<file path="src/rtl/scara_pkg.sv">
// Shared types and constants for the SCARA joint step controller.
package scara_pkg;

    localparam int ANGLE_W = 13;
    localparam int DELTA_W = ANGLE_W + 1;

    typedef enum logic [2:0] {
        ST_IDLE,
        ST_LOAD,
        ST_DIR_SETUP,
        ST_STEPPING,
        ST_DONE
    } state_t;

    function automatic logic [DELTA_W-1:0] absDelta(input logic signed [DELTA_W-1:0] d);
        return d[DELTA_W-1] ? DELTA_W'(-d) : DELTA_W'(d);
    endfunction

endpackage

</file>
<file path="src/rtl/step_pulse_gen.sv">
// Per-joint step generator: holds the remaining step count, direction and the
// registered step output, advanced by the controller's shared phase strobes.
module step_pulse_gen
    import scara_pkg::*;
(
    input  logic               clk,
    input  logic               reset,
    input  logic               i_load,
    input  logic               i_dir,
    input  logic [DELTA_W-1:0] i_remaining,
    input  logic               i_start,
    input  logic               i_endHigh,
    input  logic               i_endLow,
    output logic               o_step,
    output logic               o_dir,
    output logic               o_advance,
    output logic               o_last
);

    logic [DELTA_W-1:0] r_rem;
    logic               r_dir;
    logic               r_step;

    assign o_advance = i_endLow && (r_rem != '0);
    assign o_last    = (r_rem <= DELTA_W'(1));
    assign o_step    = r_step;
    assign o_dir     = r_dir;

    // A new step is raised on the last low cycle only if another one remains,
    // so the final period ends with the output already low.
    always_ff @(posedge clk or negedge reset) begin
        if (!reset) begin
            r_rem  <= '0;
            r_dir  <= 1'b0;
            r_step <= 1'b0;
        end else if (i_load) begin
            r_rem  <= i_remaining;
            r_dir  <= i_dir;
            r_step <= 1'b0;
        end else if (i_start) begin
            r_step <= (r_rem != '0);
        end else if (i_endHigh) begin
            r_step <= 1'b0;
        end else if (o_advance) begin
            r_rem  <= r_rem - DELTA_W'(1);
            r_step <= (r_rem > DELTA_W'(1));
        end
    end

endmodule

</file>
<file path="src/rtl/joint_step_controller.sv">
// Two-joint stepper move controller: captures a target on an angleValid rise,
// sets direction, then steps both joints concurrently on a shared phase.
module joint_step_controller
    import scara_pkg::*;
#(
    parameter int STEP_HALF_PERIOD = 500,
    parameter int DIR_SETUP        = 10
)
(
    input  logic                      clk,
    input  logic                      reset,
    input  logic signed [ANGLE_W-1:0] th1,
    input  logic signed [ANGLE_W-1:0] th2,
    input  logic                      angleValid,
    input  logic                      home,
    output logic                      step1,
    output logic                      step2,
    output logic                      dir1,
    output logic                      dir2,
    output logic signed [ANGLE_W-1:0] pos1,
    output logic signed [ANGLE_W-1:0] pos2,
    output logic                      busy,
    output logic                      done
);

    localparam logic [31:0] CNT_SETUP_LAST = 32'(DIR_SETUP - 1);
    localparam logic [31:0] CNT_HIGH_LAST  = 32'(STEP_HALF_PERIOD - 1);
    localparam logic [31:0] CNT_LOW_LAST   = 32'(2 * STEP_HALF_PERIOD - 1);

    state_t                    r_state;
    state_t                    w_next;
    logic                      r_armed;
    logic                      r_busy;
    logic                      r_done;
    logic [31:0]               r_cnt;
    logic signed [ANGLE_W-1:0] r_tgt1;
    logic signed [ANGLE_W-1:0] r_tgt2;
    logic signed [ANGLE_W-1:0] r_pos1;
    logic signed [ANGLE_W-1:0] r_pos2;

    logic signed [DELTA_W-1:0] w_delta1;
    logic signed [DELTA_W-1:0] w_delta2;
    logic w_rise, w_accept, w_zero, w_load, w_start, w_endHigh, w_endLow;
    logic w_step1, w_step2, w_dir1, w_dir2;
    logic w_adv1, w_adv2, w_last1, w_last2;

    // r_armed clears on reset, so a level already high then must drop first.
    assign w_rise    = angleValid && r_armed;
    assign w_accept  = (r_state == ST_IDLE) && !home && w_rise;
    assign w_delta1  = {r_tgt1[ANGLE_W-1], r_tgt1} - {r_pos1[ANGLE_W-1], r_pos1};
    assign w_delta2  = {r_tgt2[ANGLE_W-1], r_tgt2} - {r_pos2[ANGLE_W-1], r_pos2};
    assign w_zero    = (w_delta1 == '0) && (w_delta2 == '0);
    assign w_load    = (r_state == ST_LOAD);
    assign w_start   = (r_state == ST_DIR_SETUP) && (r_cnt == CNT_SETUP_LAST);
    assign w_endHigh = (r_state == ST_STEPPING) && (r_cnt == CNT_HIGH_LAST);
    assign w_endLow  = (r_state == ST_STEPPING) && (r_cnt == CNT_LOW_LAST);

    step_pulse_gen u_joint1 (
        .clk(clk), .reset(reset), .i_load(w_load), .i_dir(w_delta1[DELTA_W-1]),
        .i_remaining(absDelta(w_delta1)), .i_start(w_start), .i_endHigh(w_endHigh),
        .i_endLow(w_endLow), .o_step(w_step1), .o_dir(w_dir1), .o_advance(w_adv1),
        .o_last(w_last1)
    );

    step_pulse_gen u_joint2 (
        .clk(clk), .reset(reset), .i_load(w_load), .i_dir(w_delta2[DELTA_W-1]),
        .i_remaining(absDelta(w_delta2)), .i_start(w_start), .i_endHigh(w_endHigh),
        .i_endLow(w_endLow), .o_step(w_step2), .o_dir(w_dir2), .o_advance(w_adv2),
        .o_last(w_last2)
    );

    always_comb begin
        w_next = r_state;
        case (r_state)
            ST_IDLE:      if (w_accept) w_next = ST_LOAD;
            ST_LOAD:      w_next = w_zero ? ST_DONE : ST_DIR_SETUP;
            ST_DIR_SETUP: if (w_start) w_next = ST_STEPPING;
            ST_STEPPING:  if (w_endLow && w_last1 && w_last2) w_next = ST_DONE;
            ST_DONE:      w_next = ST_IDLE;
            default:      w_next = ST_IDLE;
        endcase
    end

    always_ff @(posedge clk or negedge reset) begin
        if (!reset) begin
            r_state <= ST_IDLE;
            r_armed <= 1'b0;
            r_busy  <= 1'b0;
            r_done  <= 1'b0;
        end else begin
            r_state <= w_next;
            r_armed <= !angleValid;
            r_busy  <= (w_next != ST_IDLE);
            r_done  <= (r_state == ST_DONE);
        end
    end

    // One counter serves as the setup timer and then as the shared step phase.
    always_ff @(posedge clk or negedge reset) begin
        if (!reset) begin
            r_cnt <= '0;
        end else if (((r_state == ST_DIR_SETUP) && !w_start) ||
                     ((r_state == ST_STEPPING) && !w_endLow)) begin
            r_cnt <= r_cnt + 32'd1;
        end else begin
            r_cnt <= '0;
        end
    end

    always_ff @(posedge clk or negedge reset) begin
        if (!reset) begin
            r_tgt1 <= '0;
            r_tgt2 <= '0;
            r_pos1 <= '0;
            r_pos2 <= '0;
        end else begin
            if (w_accept) begin
                r_tgt1 <= th1;
                r_tgt2 <= th2;
            end
            if ((r_state == ST_IDLE) && home) begin
                r_pos1 <= '0;
                r_pos2 <= '0;
            end else begin
                if (w_adv1) r_pos1 <= w_dir1 ? r_pos1 - ANGLE_W'(1) : r_pos1 + ANGLE_W'(1);
                if (w_adv2) r_pos2 <= w_dir2 ? r_pos2 - ANGLE_W'(1) : r_pos2 + ANGLE_W'(1);
            end
        end
    end

    assign step1 = w_step1;
    assign step2 = w_step2;
    assign dir1  = w_dir1;
    assign dir2  = w_dir2;
    assign pos1  = r_pos1;
    assign pos2  = r_pos2;
    assign busy  = r_busy;
    assign done  = r_done;

endmodule

</file>
<file path="config.mk">
export PLATFORM = sky130hd
export DESIGN_NAME = joint_step_controller
export DESIGN_NICKNAME = d
export VERILOG_FILES = /design/src/rtl/scara_pkg.sv /design/src/rtl/step_pulse_gen.sv /design/src/rtl/joint_step_controller.sv
export SDC_FILE = /design/constraint.sdc
export NUM_CORES = 1
export LEC_CHECK = 0
export ABC_AREA = 1
export BUFFER_PORTS_ARGS = -buffer_cell sky130_fd_sc_hd__buf_4
export CORE_UTILIZATION = 65
export DETAILED_ROUTE_END_ITERATION = 10
export HOLD_SLACK_MARGIN = 0.08
export PLACE_DENSITY = 0.85
export SETUP_SLACK_MARGIN = 0.3
export SYNTH_ARGS = -nofsm -noshare
export SYNTH_HDL_FRONTEND = slang
export SYNTH_SLANG_ARGS = --single-unit
</file>
<file path="constraint.sdc">
create_clock -name clk -period 4.5 [get_ports clk]
set_input_delay 0.9 -clock clk [delete_from_list [all_inputs] [get_ports clk]]
set_output_delay 0.9 -clock clk [all_outputs]
set_load 0.01 [all_outputs]
</file>
; ---- Word level (Yosys, flattened, before mapping)
; Cells that the tools add are included.
[totals]
reg_bits = 122
output_inout_bits = 32
[classes]
n_addsub = 11
magnitude_cmp = 4
eq_ne = 9
mux = 30
n_reduce_logical = 33
[ops]
columns = operator, count
row1 = $mux 14, 10
row2 = $mux 13, 6
row3 = $add 32x1->32 const B, 1
row4 = $eq 32x10->1 const B, 1
row5 = $eq 32x4->1 const B, 1
row6 = $eq 32x9->1 const B, 1
row7 = $mux 32, 1
row8 = $gt 14x1->1 const B, 2
row9 = $le 14x1->1 const B, 2
row10 = $logic_not 14->1, 2
row11 = $neg 14->14, 2
row12 = $reduce_bool 14->1, 2
row13 = $sub 13x13->14, 2
row14 = $sub 14x1->14 const B, 2
row15 = $add 13x2->13 const B, 2
row16 = $sub 13x2->13 const B, 2
row17 = $logic_and 1x1->1, 14
row18 = $mux 3, 4
row19 = $pmux 3 s4, 1
row20 = $mux 1, 8
row21 = $reduce_bool 2->1, 4
row22 = $reduce_bool 4->1, 2
row23 = $eq 3x2->1 const B, 2
row24 = $reduce_and 3->1, 2
row25 = 7 further kinds, 11

; ---- Depth between registers and ports, before layout
; Gate-level depths: netlist of run 1.
[logic_depth]
depth_word = 7
ltp_mapped = 19
mapped_depth_nobuf = 18

; ---- Modules after synthesis
; From an unflattened synthesis of run 1, not the netlist that was laid out.
[unflattened]
hier_cells = 1406
area_unflattened_um2 = 9845.7
[by_module_without_submodules]
columns = mod, instances, cells_each, area_per_inst_um2, seq_area_each_um2
row1 = joint_step_controller, 1, 1041, 7437.1, 2252.2
row2 = step_pulse_gen at u_joint1, 1, 186, 1229.9, 400.4
row3 = step_pulse_gen at u_joint2, 1, 179, 1178.6, 400.4

; ---- Least setup slack after synthesis of run 1
; Ideal clock, no wire load.
[synth_path]
path_kind = register to register
from = register r_pos1[0] (netlist: pos1[0])
to = register u_joint1.r_rem[12]
arrival_ps = 2256
required_ps = 4383
path_slack_ps = 2127
path_stages_with_launch = 15
period_less_slack_ps = 2373
path_cell_list = dfrtp_1 -> ha_1 -> fa_1 -> ha_1 -> inv_1 -> nor2_1 -> nand3_1 -> nor2_1 -> nand3_1 -> nor2_1 -> nand3b_1 -> nand3b_1 -> nand3_1 -> nand2_1 -> nand2_1
[synth_between]
elab_chain_len = 4
[synth_lines]
columns = item, line_no
row1 = from (decl), joint_step_controller.sv:38  ; logic signed [ANGLE_W-1:0] r_pos1;
row2 = from (signal assigned), joint_step_controller.sv:125  ; if (w_adv1) r_pos1 <= w_dir1 ? r_pos1 - ANGLE_W'(1) : r_pos1 + ANGLE_W'(1);
row3 = $sub 13x13->14 *, joint_step_controller.sv:50  ; assign w_delta1 = {r_tgt1[ANGLE_W-1], r_tgt1} - {r_pos1[ANGLE_W-1], r_pos1};
row4 = $neg 14->14, scara_pkg.sv:16  ; return d[DELTA_W-1] ? DELTA_W'(-d) : DELTA_W'(d);
row5 = $mux 14 *, scara_pkg.sv:16
row6 = $mux 14 *, step_pulse_gen.sv:36  ; end else if (i_load) begin
row7 = to (signal assigned), step_pulse_gen.sv:37  ; r_rem <= i_remaining;
row8 = to (signal assigned), step_pulse_gen.sv:45  ; r_rem <= r_rem - DELTA_W'(1);
row9 = to (decl), step_pulse_gen.sv:20  ; logic [DELTA_W-1:0] r_rem;
; Every way passes the cells marked *; elsewhere a longest branch is shown, timed or not.
; A chain may end at the register's enable or synchronous reset.

; ---- Worst setup path in the final report of run 1
[layout_path]
from = register r_pos2[0] (netlist: pos2[0])
to = register r_busy (netlist: busy)
[layout_between]
elab_chain_len = 6
[layout_lines]
columns = item, line_no
row1 = from (decl), joint_step_controller.sv:39  ; logic signed [ANGLE_W-1:0] r_pos2;
row2 = from (signal assigned), joint_step_controller.sv:126  ; if (w_adv2) r_pos2 <= w_dir2 ? r_pos2 - ANGLE_W'(1) : r_pos2 + ANGLE_W'(1);
row3 = $sub 13x13->14, joint_step_controller.sv:51  ; assign w_delta2 = {r_tgt2[ANGLE_W-1], r_tgt2} - {r_pos2[ANGLE_W-1], r_pos2};
row4 = $logic_not 14->1, joint_step_controller.sv:52  ; assign w_zero = (w_delta1 == '0) && (w_delta2 == '0);
row5 = $logic_and 1x1->1, joint_step_controller.sv:52
row6 = $mux 3, joint_step_controller.sv:76  ; ST_LOAD: w_next = w_zero ? ST_DONE : ST_DIR_SETUP;
row7 = $pmux 3 s4, joint_step_controller.sv:74  ; case (r_state)
row8 = $reduce_bool 3->1, joint_step_controller.sv:93  ; r_busy <= (w_next != ST_IDLE);
row9 = to (signal assigned), joint_step_controller.sv:93
row10 = to (decl), joint_step_controller.sv:33  ; logic r_busy;
; Every way passes these cells.

==> results of run 1 <==
-- layout make-up --
type | instances | area share
Clock inverter | 10 | 0.0110
Inverter | 201 | 0.0706
Sequential cell | 122 | 0.285
Timing Repair Buffer | 65 | 0.0455
Tap cell | 180 | 0.0210
Clock buffer | 22 | 0.0443
Multi-Input combinational cell | 1015 | 0.523
-- worst max-delay path: stages (launching register included) --
cell and delay (ps):
dfrtp_1 420, ha_1 250, fa_1 440, xor2_1 340
nand2_1 100, nor2_1 160, nand3_1 120, nor2_2 180
nand3_1 150, nor2_1 170, nor2_1 60, nor2_1 140
nand3_1 80
-- sequential cells by signal, indices dropped and copies added (netlist names) --
name	cells
busy	1
done	1
pos1	13
pos2	13
r_armed	1
r_cnt	32
r_state	3
r_tgt1	13
r_tgt2	13
u_joint1.o_dir	1
u_joint1.o_step	1
u_joint1.r_rem	14
u_joint2.o_dir	1
u_joint2.o_step	1
u_joint2.r_rem	14
-- stage by stage --
step           worst slack [ps]  cells  cell area (um^2)
2_1_floorplan              2130   1360              9530
5_1_grt                    1540   1615             10700
4_1_cts                    1840   1615             10700
3_5_place_dp               1860   1583             10100
3_3_place_gp               1900   1583             10100
6_report                   1780   1615             10700
-- power groups by stage --
stage / clock network (W) / logic [W] / registers [W]
5_1_grt: 0.00143 / 0.0000492 / 0.00110
2_1_floorplan: 0 / 0.000000676 / 0.00112
3_3_place_gp: 0 / 0.0000430 / 0.00112
4_1_cts: 0.00138 / 0.0000446 / 0.00110
6_report: 0.00137 / 0.0000427 / 0.00110
3_5_place_dp: 0 / 0.0000444 / 0.00112
-- metal layers --
layer | vias up | track usage | part of all wire
li1 | 4558 | - | -
met1 | 4238 | 0.392 | 0.43
met2 | 245 | 0.579 | 0.50
met3 | 64 | 0.0517 | 0.042
met4 | 0 | 0.144 | 0.032
met5 | - | 0 | 0
-- synthesized netlist by cell type (7+ instances only) --
cell type,count
a21oi_1,81
a31oi_1,8
dfrtp_1,122
ha_1,57
inv_1,193
inv_2,7
mux2_2,22
nand2_1,332
nand2_2,11
nand3_1,83
nand3b_1,10
nand4_1,25
nor2_1,154
nor2_2,9
nor3_1,30
o21ai_0,66
o21ai_1,12
o22ai_1,14
xnor2_1,14
xor2_1,27
-- how the worst max path moves through the flow --
stage | from | slack (ps) | end
6_report | pos2[0] | 1780 | busy
5_1_grt | pos1[0] | 1540 | u_joint1.r_rem[10]
4_1_cts | pos2[0] | 1840 | u_joint2.r_rem[11]
3_5_place_dp | pos2[0] | 1860 | busy
3_3_place_gp | pos2[0] | 1900 | busy
2_1_floorplan | pos1[0] | 2130 | u_joint1.r_rem[12]
-- cell usage in the layout (no fill, tap or decap), types with 17 or more instances in the layout --
master	instances
nor2_1	154
dfrtp_1	122
buf_4	65
clkbuf_16	17
nand2_1	332
mux2_2	22
nand3_1	83
ha_1	57
o21ai_0	66
xor2_1	27
nand4_1	25
nor3_1	30
a21oi_1	81
inv_1	193
-- kinds of logic (layout without fill, tap and decap cells) --
logic type | Yosys count | after routing | share of synthesized area
AND/OR/NAND/NOR | 686 | 686 | 0.320
buffers and inverters | 223 | 298 | 0.0929
AO/OA/AOI/OAI | 204 | 204 | 0.118
flip-flops | 122 | 122 | 0.320
adder cells (fa/ha/maj) | 61 | 61 | 0.0832
XOR/XNOR | 42 | 42 | 0.0394
multiplexers | 22 | 22 | 0.0260
==> impl_metrics.env, run 1 <==
export IMPL_cp_end_kind="flip-flop"
export IMPL_synth_top_area_share=0.320
export IMPL_ant_nets=0
export IMPL_setup_tns_ps=0
export IMPL_rsz0062_at_grt="false"
export IMPL_cts_setup_buffers=0
export IMPL_drive_above_1_share=0.118
export IMPL_slew_viol_final=0
export IMPL_cts_max_level=4
export IMPL_grt_pass1_vias=8711
export IMPL_dpl_hpwl_um=17200
export IMPL_area_growth_pct=12.4
export IMPL_maxCapViolations=0
export IMPL_ff2ff_path_depth=12
export IMPL_wirelength_um=23500
export IMPL_track_usage=0.327
export IMPL_postCtsHoldBufs=0
export IMPL_period_minus_slack_ps=2720
export IMPL_vias_per_cell=5.64
export IMPL_synth_area_leader_cell="dfrtp_1"
export IMPL_root_buffer="clkbuf_16"
export IMPL_timing_hold_ws_ps=478
export IMPL_clk_insertion_delay_late_ps=430
export IMPL_synth_edff_count=0
export IMPL_clock_sinks=122
export IMPL_clockBufferDepth=2
export IMPL_clk_pin_slew_worst_paths_ps=60
export IMPL_worst_ep_required_time_ps=4810
export IMPL_netlist_instances=1360
export IMPL_grt_max_degree=45
export IMPL_vdd_drop_max_mv=0.255
export IMPL_async_flop_share=1.00
export IMPL_path_max_fanout=4
export IMPL_synth_cell_type_count=53
export IMPL_seq_power_share=0.437
export IMPL_utilization=0.760
export IMPL_routed_via_count=9105
export IMPL_io_buffer_count=61
export IMPL_rows=43
export IMPL_reg2reg_to="busy"
export IMPL_power_per_cell_area_mw_per_mm2=235
export IMPL_wire_per_inst_um=14.5
export IMPL_r2r_setup_slack_ps=1780
export IMPL_relSlewSlack=0.434
export IMPL_tightest_slew_ps=840
export IMPL_mappedNetlistNets=1451
export IMPL_final_seq_area_mm2=0.00305
export IMPL_p_int_w=0.00197
export IMPL_synth_ff_type="dfrtp_1"
export IMPL_die_h_um=123
export IMPL_yosys_top_cells_area="dfrtp_1, nand2_1, inv_1"
export IMPL_drc=0
export IMPL_status="completed"
export IMPL_fill_cells=1126
export IMPL_leakagePower_nw=5.63
export IMPL_cts_tree="yes"
export IMPL_cp_start_kind="flip-flop"
export IMPL_final_hold_viol_count=0
export IMPL_start_util=0.676
export IMPL_nets=1513
export IMPL_ys_ff_latch=122
export IMPL_first_pass_iters=5
export IMPL_grt_ovfl_total=0
export IMPL_yosys_warnings=0
export IMPL_reg2reg_from="pos2[0]"
export IMPL_cts_resized=0
export IMPL_hold_path_class="input pin to asynchronous set/reset pin"
export IMPL_die_w_um=123
export IMPL_finalCritPeriodShare=0.603
export IMPL_core_mm2=0.0141
export IMPL_switchingPower_w=0.000541
export IMPL_cp_data_arrival_time_ps=3030
export IMPL_seq_area_frac_synth=0.320
export IMPL_finalClockSkew_ps=12.6
export IMPL_io_pins=62
export IMPL_synth_area_mm2=0.00953
export IMPL_power_frac_comb=0.017
export IMPL_max_freq_ghz=0.368
export IMPL_setup_viol=0
export IMPL_avgSynthCellArea_um2=7.01
export IMPL_clock_power_share=0.546
export IMPL_grt_pass1_wl_um=38900
export IMPL_path_class="flip-flop to flip-flop"
export IMPL_drt_iter0_drc=723
export IMPL_multiInputGateArea_mm2=0.00560
export IMPL_gp_congestion=0.956
export IMPL_finalPower_w=0.00251
export IMPL_cts_buffers=17
export IMPL_insertedDiodeCount=0
export IMPL_antenna_found_initial=0
export IMPL_dieArea_mm2=0.0152
export IMPL_power_share_switching=0.215
(Power assumes the default switching activity.)
==> run 2: changes to the inputs <==
--- a/config.mk
+++ b/config.mk
@@ -7,10 +7,10 @@
 export LEC_CHECK = 0
 export ABC_AREA = 1
 export BUFFER_PORTS_ARGS = -buffer_cell sky130_fd_sc_hd__buf_4
-export CORE_UTILIZATION = 65
+export CORE_UTILIZATION = 62
 export DETAILED_ROUTE_END_ITERATION = 10
 export HOLD_SLACK_MARGIN = 0.08
-export PLACE_DENSITY = 0.85
+export PLACE_DENSITY = 0.81
 export SETUP_SLACK_MARGIN = 0.3
 export SYNTH_ARGS = -nofsm -noshare
 export SYNTH_HDL_FRONTEND = slang
==> constraint.sdc (replaced) <==
create_clock -name clk -period 2.65 [get_ports clk]
set_input_delay 0.53 -clock clk [delete_from_list [all_inputs] [get_ports clk]]
set_output_delay 0.53 -clock clk [all_outputs]
set_load 0.01 [all_outputs]
==> run 2 against run 1 <==
Critical path depth up 2. Highest routed layer unchanged. Total power grew 72%. Die area rose by 4.8%. Wire length grew 18%. Clock-buffer cell count shrank 3. Utilization rose by 4.7 points. Register-to-register slack lost 1700 ps. Largest power group unchanged.
==> impl_metrics.env, run 2 (synthesized netlist as in run 1, its figures left out) <==
export IMPL_status="completed"
export IMPL_first_pass_iters=8
export IMPL_hold_path_class="input pin to flip-flop"
export IMPL_root_buffer="clkbuf_16"
export IMPL_cp_start_kind="flip-flop"
export IMPL_rsz0062_at_grt="true"
export IMPL_clk_insertion_delay_late_ps=440
export IMPL_dieArea_mm2=0.0159
export IMPL_worst_slack_ps=114
export IMPL_antenna_found_initial=0
export IMPL_wirelength_um=27700
export IMPL_gp_congestion=0.903
export IMPL_path_class="flip-flop to flip-flop"
export IMPL_dp_slack_ps=97.9
export IMPL_finalClockSkew_ps=9.58
export IMPL_final_hold_viol_count=0
export IMPL_tightest_slew_ps=646
export IMPL_rows=44
export IMPL_power_per_cell_area_mw_per_mm2=362
export IMPL_finalCritPeriodShare=0.957
export IMPL_drc=0
export IMPL_worst_ep_required_time_ps=2970
export IMPL_cts_tree="yes"
export IMPL_clockBufferDepth=2
export IMPL_nets=1573
export IMPL_grt_max_degree=61
export IMPL_vdd_drop_max_mv=0.441
export IMPL_clock_sinks=122
export IMPL_layout_commonest_cell="nand2_1"
export IMPL_grt_ovfl_total=0
export IMPL_largest_reg_flops=32
export IMPL_clk_pin_slew_worst_paths_ps=60
export IMPL_area_growth_pct=25.0
export IMPL_period_minus_slack_ps=2540
export IMPL_fill_cells=992
export IMPL_leakagePower_nw=5.89
export IMPL_dpl_hpwl_um=17700
export IMPL_final_cell_mix="nand2_1, inv_1, nor2_1"
export IMPL_max_freq_ghz=0.394
export IMPL_grt_pass1_wl_um=42100
export IMPL_final_cell_area_mm2=0.0119
export IMPL_cts_buffers=17
export IMPL_cp_data_arrival_time_ps=2860
export IMPL_drive_above_1_share=0.241
export IMPL_wire_per_inst_um=16.5
export IMPL_track_usage=0.329
export IMPL_dpl_cell_count=1600
export IMPL_relSlewSlack=0.568
export IMPL_timing_hold_ws_ps=260
export IMPL_cts_max_level=4
export IMPL_finalPower_w=0.00432
export IMPL_path_max_fanout=3
export IMPL_start_util=0.646
export IMPL_fin_cells=1679
export IMPL_largest_register="r_cnt"
export IMPL_setup_viol=0
export IMPL_drt_iter0_drc=936
export IMPL_maxCapViolations=0
export IMPL_place_area_mm2=0.0102
export IMPL_grt_pass1_vias=9262
export IMPL_die_h_um=126
export IMPL_cp_end_kind="flip-flop"
export IMPL_ant_nets=0
export IMPL_reg_top3="r_cnt: 32 flops, u_joint1.r_rem: 14 flops, u_joint2.r_rem: 14 flops"
export IMPL_io_buffer_count=61
export IMPL_core_mm2=0.0148
export IMPL_vias_per_cell=5.85
export IMPL_die_w_um=126
export IMPL_io_pins=62
export IMPL_slew_viol_final=0
export IMPL_insertedDiodeCount=0
export IMPL_routed_via_count=9821
[run 2: report_power, final]
group          switching [W]  internal [W]  total (W)
registers        0.000000226       0.00186    0.00186
logic              0.0000457     0.0000322  0.0000779
clock network       0.000938       0.00144    0.00238
[run 2: critical path, cell delays in order (launching register included)]
cell,delay (ps)
dfrtp_2,420
ha_4,170
fa_2,580
buf_6,110
nand2_2,40
nor2_2,120
nand4_1,180
nor2_1,200
nand4_1,160
nand2_2,120
nand2_1,50
nand2_1,60
nand3_2,60
nand2_1,80
nand2_1,50
[run 2: layout make-up]
type                       instances  area (um^2)  share of cell area
clock buffer                      19          453              0.0380
clock inverter                    13          144              0.0121
inverter                         201          773              0.0649
multi-input combinational       1015         6290               0.528
sequential                       122         3060               0.257
tap                              184          230              0.0193
timing repair buffer             125          968              0.0813
[run 2: path summary, 6_finish.rpt]
path,startpoint,to,slack (ps),depth (start not counted)
setup / recovery,pos1[0],u_joint1.r_rem[11],110,14
hold / removal,angleValid,r_armed,260,2
setup reg to reg,pos1[0],u_joint1.r_rem[11],110,14
hold reg to reg,r_cnt[0],r_cnt[0],500,1
max in group asynchronous,reset,r_tgt2[11],1290,3
min in group asynchronous,reset,pos1[10],610,2
[run 2: stage by stage]
stage	util	TNS (ps)
final	0.808	0
after global routing	0.808	-7.36
after CTS	0.758	0
after detailed placement	0.694	0
after global placement	0.694	0
after floorplan	-	0
[run 2: what timing repair did]
item,CTS,global route
buffers inserted,13,33
pin swaps,30,61
cloned,0,0
endpoints found under the hold margin,1,0
endpoints found under the setup margin,27,61
resized for setup,53,125
hold buffers,1,0
[run 2: routing by layer]
| layer | global-route usage | wire [um] | vias to the layer above |
|---|---|---|---|
| li1 | - | - | 4691 |
| met1 | 0.393 | 10900 | 4601 |
| met2 | 0.583 | 14100 | 417 |
| met3 | 0.0548 | 1490 | 112 |
| met4 | 0.145 | 1210 | 0 |
| met5 | 0 | 0 | - |
